[config.mk]
export PLATFORM = sky130hd
export DESIGN_NAME = postadder_sequencer
export DESIGN_NICKNAME = d
export VERILOG_FILES = /design/src/rtl/postadder_sequencer.sv
export SDC_FILE = /design/constraint.sdc
export NUM_CORES = 1
export LEC_CHECK = 0
export CORE_MARGIN = 4
export CORE_UTILIZATION = 45
export CTS_CLUSTER_DIAMETER = 30
export DETAILED_ROUTE_END_ITERATION = 8
export PLACE_DENSITY = 0.63
export REMOVE_ABC_BUFFERS = 1
export SETUP_SLACK_MARGIN = 0.02
export SYNTH_ARGS = -nofsm -noshare
export SYNTH_HDL_FRONTEND = slang
export SYNTH_SLANG_ARGS = --single-unit
[constraint.sdc]
create_clock -name clk -period 8 [get_ports clk]
set_input_delay 1.6 -clock clk [delete_from_list [all_inputs] [get_ports clk]]
set_output_delay 1.6 -clock clk [all_outputs]
set_load 0.005 [all_outputs]
[src/rtl/postadder_sequencer.sv]
`default_nettype none
// ============================================================================
//  Module   : postadder_sequencer
//  Brief    : Instruction-driven controller for the three-accumulator
//             post-adder. Buffers packed control words in a small FIFO,
//             issues each word for rpt+1 non-stalled cycles on registered
//             mode/addr/outsel outputs, and flags captured results with a
//             dout_valid pulse aligned to the post-adder's registered dout.
//  Revision : 1.0 - initial release
// ============================================================================
module postadder_sequencer #(
    parameter int FIFO_DEPTH = 4,
    parameter int RPT_W      = 4,
    parameter int OUT_LAT    = 1
) (
    input  logic                clk,
    input  logic                rstn,
    input  logic                instr_valid,
    output logic                instr_ready,
    input  logic [16+RPT_W-1:0] instr_data,
    input  logic                stall,
    input  logic                flush,
    output logic [2:0]          mode1,
    output logic [2:0]          mode2,
    output logic [2:0]          mode3,
    output logic [1:0]          addr2,
    output logic [1:0]          addr3,
    output logic [1:0]          outsel,
    output logic                dout_valid,
    output logic                busy
);

    // ------------------------------------------------------------------------
    // Derived constants
    // ------------------------------------------------------------------------
    localparam int              c_AW   = (FIFO_DEPTH > 1) ? $clog2(FIFO_DEPTH) : 1;
    localparam int              c_DW   = 16 + RPT_W;
    localparam logic [c_AW:0]   c_FULL = FIFO_DEPTH[c_AW:0];

    // Word field positions (control fields occupy [14:0], capture flag [15])
    localparam int              c_CAP_BIT = 15;

    // ------------------------------------------------------------------------
    // State machine encoding: IDLE has no active word, ISSUE holds one
    // ------------------------------------------------------------------------
    typedef enum logic [0:0] {
        S_IDLE  = 1'b0,
        S_ISSUE = 1'b1
    } state_t;

    state_t             r_state;
    state_t             w_state_nxt;

    // FIFO storage and bookkeeping
    logic [c_DW-1:0]    r_mem [FIFO_DEPTH];
    logic [c_AW-1:0]    r_wr_ptr;
    logic [c_AW-1:0]    r_rd_ptr;
    logic [c_AW:0]      r_count;
    logic               w_full;
    logic               w_empty;
    logic               w_push;
    logic               w_pop;
    logic [c_DW-1:0]    w_head;

    // Active word and its remaining repeat count
    logic [15:0]        r_active;
    logic [RPT_W-1:0]   r_rpt_cnt;

    // Issue decisions for the coming edge
    logic               w_issue;
    logic               w_final;

    // Registered control outputs
    logic [2:0]         r_mode1;
    logic [2:0]         r_mode2;
    logic [2:0]         r_mode3;
    logic [1:0]         r_addr2;
    logic [1:0]         r_addr3;
    logic [1:0]         r_outsel;
    logic               r_issuing;
    logic               r_cap_flag;
    logic [OUT_LAT-1:0] r_pipe;

    // ------------------------------------------------------------------------
    // FIFO status and handshake; flush swallows a same-cycle push
    // ------------------------------------------------------------------------
    assign w_full      = (r_count == c_FULL);
    assign w_empty     = (r_count == '0);
    assign instr_ready = ~w_full;
    assign w_push      = instr_valid & ~w_full & ~flush;
    assign w_head      = r_mem[r_rd_ptr];

    // Storage array: written on accepted pushes, no reset needed
    always_ff @(posedge clk) begin
        if (w_push) begin
            r_mem[r_wr_ptr] <= instr_data;
        end
    end

    // Pointer and occupancy tracking; flush empties the queue outright
    always_ff @(posedge clk or negedge rstn) begin
        if (!rstn) begin
            r_wr_ptr <= '0;
            r_rd_ptr <= '0;
            r_count  <= '0;
        end else if (flush) begin
            r_wr_ptr <= '0;
            r_rd_ptr <= '0;
            r_count  <= '0;
        end else begin
            if (w_push) begin
                r_wr_ptr <= r_wr_ptr + 1'b1;
            end
            if (w_pop) begin
                r_rd_ptr <= r_rd_ptr + 1'b1;
            end
            case ({w_push, w_pop})
                2'b10:   r_count <= r_count + 1'b1;
                2'b01:   r_count <= r_count - 1'b1;
                default: r_count <= r_count;
            endcase
        end
    end

    // ------------------------------------------------------------------------
    // State register
    // ------------------------------------------------------------------------
    always_ff @(posedge clk or negedge rstn) begin
        if (!rstn) begin
            r_state <= S_IDLE;
        end else begin
            r_state <= w_state_nxt;
        end
    end

    // Next-state, pop and issue decisions; flush overrides everything
    always_comb begin
        w_state_nxt = r_state;
        w_pop       = 1'b0;
        w_issue     = 1'b0;
        w_final     = 1'b0;
        if (flush) begin
            w_state_nxt = S_IDLE;
        end else begin
            case (r_state)
                S_IDLE: begin
                    if (!w_empty && !stall) begin
                        w_pop       = 1'b1;
                        w_state_nxt = S_ISSUE;
                    end
                end
                S_ISSUE: begin
                    if (!stall) begin
                        w_issue = 1'b1;
                        if (r_rpt_cnt == '0) begin
                            // Last repeat: chain straight into the next word
                            // when one is waiting so there is no bubble.
                            w_final = 1'b1;
                            if (!w_empty) begin
                                w_pop = 1'b1;
                            end else begin
                                w_state_nxt = S_IDLE;
                            end
                        end
                    end
                end
                default: begin
                    w_state_nxt = S_IDLE;
                end
            endcase
        end
    end

    // Active word register and repeat counter (frozen while stalled)
    always_ff @(posedge clk or negedge rstn) begin
        if (!rstn) begin
            r_active  <= '0;
            r_rpt_cnt <= '0;
        end else if (flush) begin
            r_rpt_cnt <= '0;
        end else if (w_pop) begin
            r_active  <= w_head[15:0];
            r_rpt_cnt <= w_head[c_DW-1:16];
        end else if (w_issue && !w_final) begin
            r_rpt_cnt <= r_rpt_cnt - 1'b1;
        end
    end

    // ------------------------------------------------------------------------
    // Registered post-adder controls: word fields on issue cycles, NOP modes
    // otherwise; addresses and outsel keep their last issued values.
    // ------------------------------------------------------------------------
    always_ff @(posedge clk or negedge rstn) begin
        if (!rstn) begin
            r_mode1    <= 3'b000;
            r_mode2    <= 3'b000;
            r_mode3    <= 3'b000;
            r_addr2    <= 2'b00;
            r_addr3    <= 2'b00;
            r_outsel   <= 2'b00;
            r_issuing  <= 1'b0;
            r_cap_flag <= 1'b0;
        end else begin
            r_issuing  <= w_issue;
            // Marks the cycle showing a capture word's final repeat
            r_cap_flag <= w_final & r_active[c_CAP_BIT];
            if (w_issue) begin
                r_mode1  <= r_active[2:0];
                r_mode2  <= r_active[5:3];
                r_mode3  <= r_active[8:6];
                r_addr2  <= r_active[10:9];
                r_addr3  <= r_active[12:11];
                r_outsel <= r_active[14:13];
            end else begin
                r_mode1  <= 3'b000;
                r_mode2  <= 3'b000;
                r_mode3  <= 3'b000;
            end
        end
    end

    // ------------------------------------------------------------------------
    // dout_valid delay line: the capture marker enters at the end of the
    // final issue cycle and emerges OUT_LAT cycles later.
    // ------------------------------------------------------------------------
    generate
        if (OUT_LAT == 1) begin : g_pipe_single
            // Single-stage delay line
            always_ff @(posedge clk or negedge rstn) begin
                if (!rstn) begin
                    r_pipe <= '0;
                end else if (flush) begin
                    r_pipe <= '0;
                end else begin
                    r_pipe <= r_cap_flag;
                end
            end
        end else begin : g_pipe_multi
            // Multi-stage shift register, keeps shifting through stalls
            always_ff @(posedge clk or negedge rstn) begin
                if (!rstn) begin
                    r_pipe <= '0;
                end else if (flush) begin
                    r_pipe <= '0;
                end else begin
                    r_pipe <= {r_pipe[OUT_LAT-2:0], r_cap_flag};
                end
            end
        end
    endgenerate

    // ------------------------------------------------------------------------
    // Output assignments
    // ------------------------------------------------------------------------
    assign mode1      = r_mode1;
    assign mode2      = r_mode2;
    assign mode3      = r_mode3;
    assign addr2      = r_addr2;
    assign addr3      = r_addr3;
    assign outsel     = r_outsel;
    assign dout_valid = r_pipe[OUT_LAT-1];

    // Busy covers queued words, the active word, a word showing on the
    // outputs, and any capture still travelling toward dout.
    assign busy = ~w_empty | (r_state == S_ISSUE) | r_issuing | r_cap_flag | (|r_pipe);

endmodule
`default_nettype wire

==> summary.md <==
| Metric | Value |
|---|---|
| Crit path to | r_count[2] |
| P_sw | 0.514 mW |
| Clk root buf | clkbuf_8 |
| Largest net degree at the start of global routing | 47 |
| Total number of vias | 2,435 |
| Top cells by area, synth | edfxtp_1 49%, dfrtp_1 23%, mux4_2 9.1% |
| Clk pwr share | 37.6% |
| PwrDens | 338 nW/µm² |
| EDFF count, synth | 80 |
| Seq cells post-synth | 126 |
| Critical Path Source Type | primary input |
| Most common cell in the netlist | edfxtp_1 |
| Startpoint of the worst hold path | r_active[5] |
| Net count, final | 350 |
| Tmin final | 3.63 ns |
| Synth cell count leaders | 80 x edfxtp_1, 46 x dfrtp_1, 22 x mux2_2 |
| Setup CP Type | primary input to flop |
| WP data required | 8.45 ns |
| Total core area | 10,500 µm² |
| Hold Violations, Final | 0 |
| TritonCTS clock tree | built |
| Reg2reg setup slack | 5.27 ns |
| CP max FO | 18 |
| Gr usage total | 14.6% |
| Critical path arrival | 4.08 ns |
| Cells after Synth | 266 |
| Int Power | 1.54 mW |
| Clock Sinks | 126 |
| Synth warn | 0 |
| Kind of end point of the critical path | flop |
| Synth area leader | edfxtp_1 |
| Final setup viols | 0 |
| Worst slew pin tran | 1.08 ns |
| Syn avg cell area | 18.5 µm² |
| Clock Latency Late Sink | 0.51 ns |
| Final hold slack | 0.477 ns |
| Crit path buf inv count | 1 |
| Routed wire length | 8580 µm |
| Top Family by Delay on Critical Path | simple AND/OR/NAND/NOR gates |
| Most common flop cell mapped by yosys | edfxtp_1 |
| Drt pass-1 iters | 4 |
| I/O Buffers | 42 |
| Worst hold stages | 1 |
| Layout Cells excl Fill | 468 |
| Beginning of the critical path | flush |
| Die H | 113 µm |
| Post-CTS Hold Fix Bufs | 0 |
| Grt total ovfl | 0 |
| Inserted Diodes | 0 |
| IO Count | 43 |
| Placed cells | 436 |
| Total setup buffers inserted after CTS | 0 |
| Fraction of registers with async set/reset | 36.5% |
| Run status | completed |
| Setup Total Neg Slack | 0 ns |
| Dpl hpwl | 5070 µm |
| P_leak | 2.22 nW |
| CTS Buf Count | 17 |
| DR iter-0 viols | 80 |
| Drt wl/cell | 18.3 µm |
| Initial Util | 46.9% |
| Seq pwr share | 42.3% |
| Vias in the first global route | 2,576 |
| Routability cong. | 0.739 |
| Register area share after synthesis | 72.0% |
| Critical Path, Cell by Cell | clkdlybuf4s50_1, a2111oi_4, and2_1, fa_1, or4b_2, nand4_1, a41o_1 |
| Post_cts resized | 0 |
| DP Area | 5480 µm² |
| CP peak stage delay | 0.90 ns |
| Row count | 37 |
| Share of cells above drive strength 1 | 25.3% |
| RR Startpoint | r_rpt_cnt[0] |
| Gate power share | 20.2% |
| First-pass GRT wire length | 13,900 µm |
| Area share of the largest cell type after synthesis | 48.7% |
| Final non-filler cell area | 6080 µm² |
| CTS clk-pin slew, worst paths | 0.06 ns |
| R2R cell count | 9 |
| Min-Delay Path Class | flop to flop |
| Reg-to-Reg End | r_count[2] |
| Fin crit share | 45.4% |
| Synth unique cells | 42 |
| Final Max Slew Viols | 0 |
| Area delta synth->final | 23.3% |
| Initial antenna violation count | 0 |
| Crit. path cell count | 7 |
| Maximum clock rate | 0.275 GHz |
| Sw frac | 25.0% |
| MaxCap Viol Count | 0 |
| Remaining DRCs | 0 |
| Synthesized area | 4930 µm² |
| CP max-delay cell | clkdlybuf4s50_1 |
| Worst slew margin | 27.8% |
| H-tree Lvls | 4 |
| ANT nets after route | 0 |
| Die area | 12,700 µm² |
| RSZ-0062 raised after global routing | false |
| Clock Tree Buf Depth | 2 |
| Peak VDD IR | 0.000165 V |
| Worst slack, placed | 3.85 ns |
| Final WS setup | 4.37 ns |
| Routed vias/inst | 5.20 |
| Skew final | 0.00599 ns |
| Chip width | 113 µm |
-- per-layer routing --
layer | vias to the layer above | routed length [µm] | track usage [%]
met2 | 46 | 4300 | 22.9
met1 | 1252 | 3830 | 19.3
met3 | 13 | 342 | 4.92
met5 | - | 0 | 0
met4 | 0 | 114 | 4.81
li1 | 1124 | - | -
-- worst register-to-register path, stage by stage, from the launching register on --
cell and delay (ns):
dfrtp_1 0.41, inv_1 0.07, ha_1 0.22, or3b_1 0.38
a2111oi_4 0.13, and2_1 0.18, fa_1 0.42, or4b_2 0.68
nand4_1 0.11, a41o_1 0.09
-- sequential cells by signal, indices dropped and copies added, names as in the netlist, 3 cells and up --
| register | cells |
|---|---|
| r_mem | 80 |
| r_count | 3 |
| r_rpt_cnt | 4 |
| mode1 | 3 |
| mode3 | 3 |
| mode2 | 3 |
| r_active | 16 |
-- power by group through the flow --
stage               sequential (mW)  combinational, mW  clock, mW
global route                  0.886              0.456      0.821
CTS                           0.872              0.424      0.787
floorplan                     0.879              0.275          0
global placement              0.880              0.415          0
detailed placement            0.885              0.422          0
finish                        0.870              0.415      0.773
-- final cells by class --
cell class                 count  area [µm²]
fill                         796        4420
sequential                   126        3550
multi-input combinational    123        1290
timing repair buffer          46         445
clock buffer                  19         432
clock inverter                13         170
tap                          136         170
inverter                       5        18.8
-- per-stage QoR --
stage | util, % | power (mW)
final | 57.9 | 2.06
after global placement | 52.2 | 1.29
after floorplan | - | 1.15
after global routing | 57.9 | 2.16
after detailed placement | 52.2 | 1.31
after CTS | 57.9 | 2.08
-- logic make-up after synthesis --
kind of cell / Yosys count / share of synthesized area (%)
DFF: 126 / 72.0
and+or+nand+nor: 51 / 5.93
muxes: 44 / 14.6
buffers and inverters: 17 / 1.72
AOI/OAI and AO/OA: 15 / 2.84
xor gates and xnor gates: 7 / 1.24
adders and majority gates: 6 / 1.67
-- worst min-delay path by stage --
stage	slack (ns)	endpoint
finish	0.48	mode2[2]
global route	0.49	mode2[2]
CTS	0.48	mode2[0]
detailed placement	0.47	mode2[0]
global placement	0.46	mode3[2]
floorplan	0.45	mode1[0]
-- layout by cell type (no fill, tap or decap), types with 3 or more instances in the layout --
cell type and count:
nand2_1 8, clkdlybuf4s50_1 41, bufinv_16 4, clkbuf_16 16
dfrtp_1 46, buf_4 4, edfxtp_1 80, clkinv_2 4
inv_1 5, and2_1 14, mux2_2 22, xnor2_1 6
a21oi_1 3, nor2_1 10, mux4_2 20, nor3_1 4
ha_1 5, clkinvlp_4 3
No activity file was read; power rests on OpenSTA's default activity.
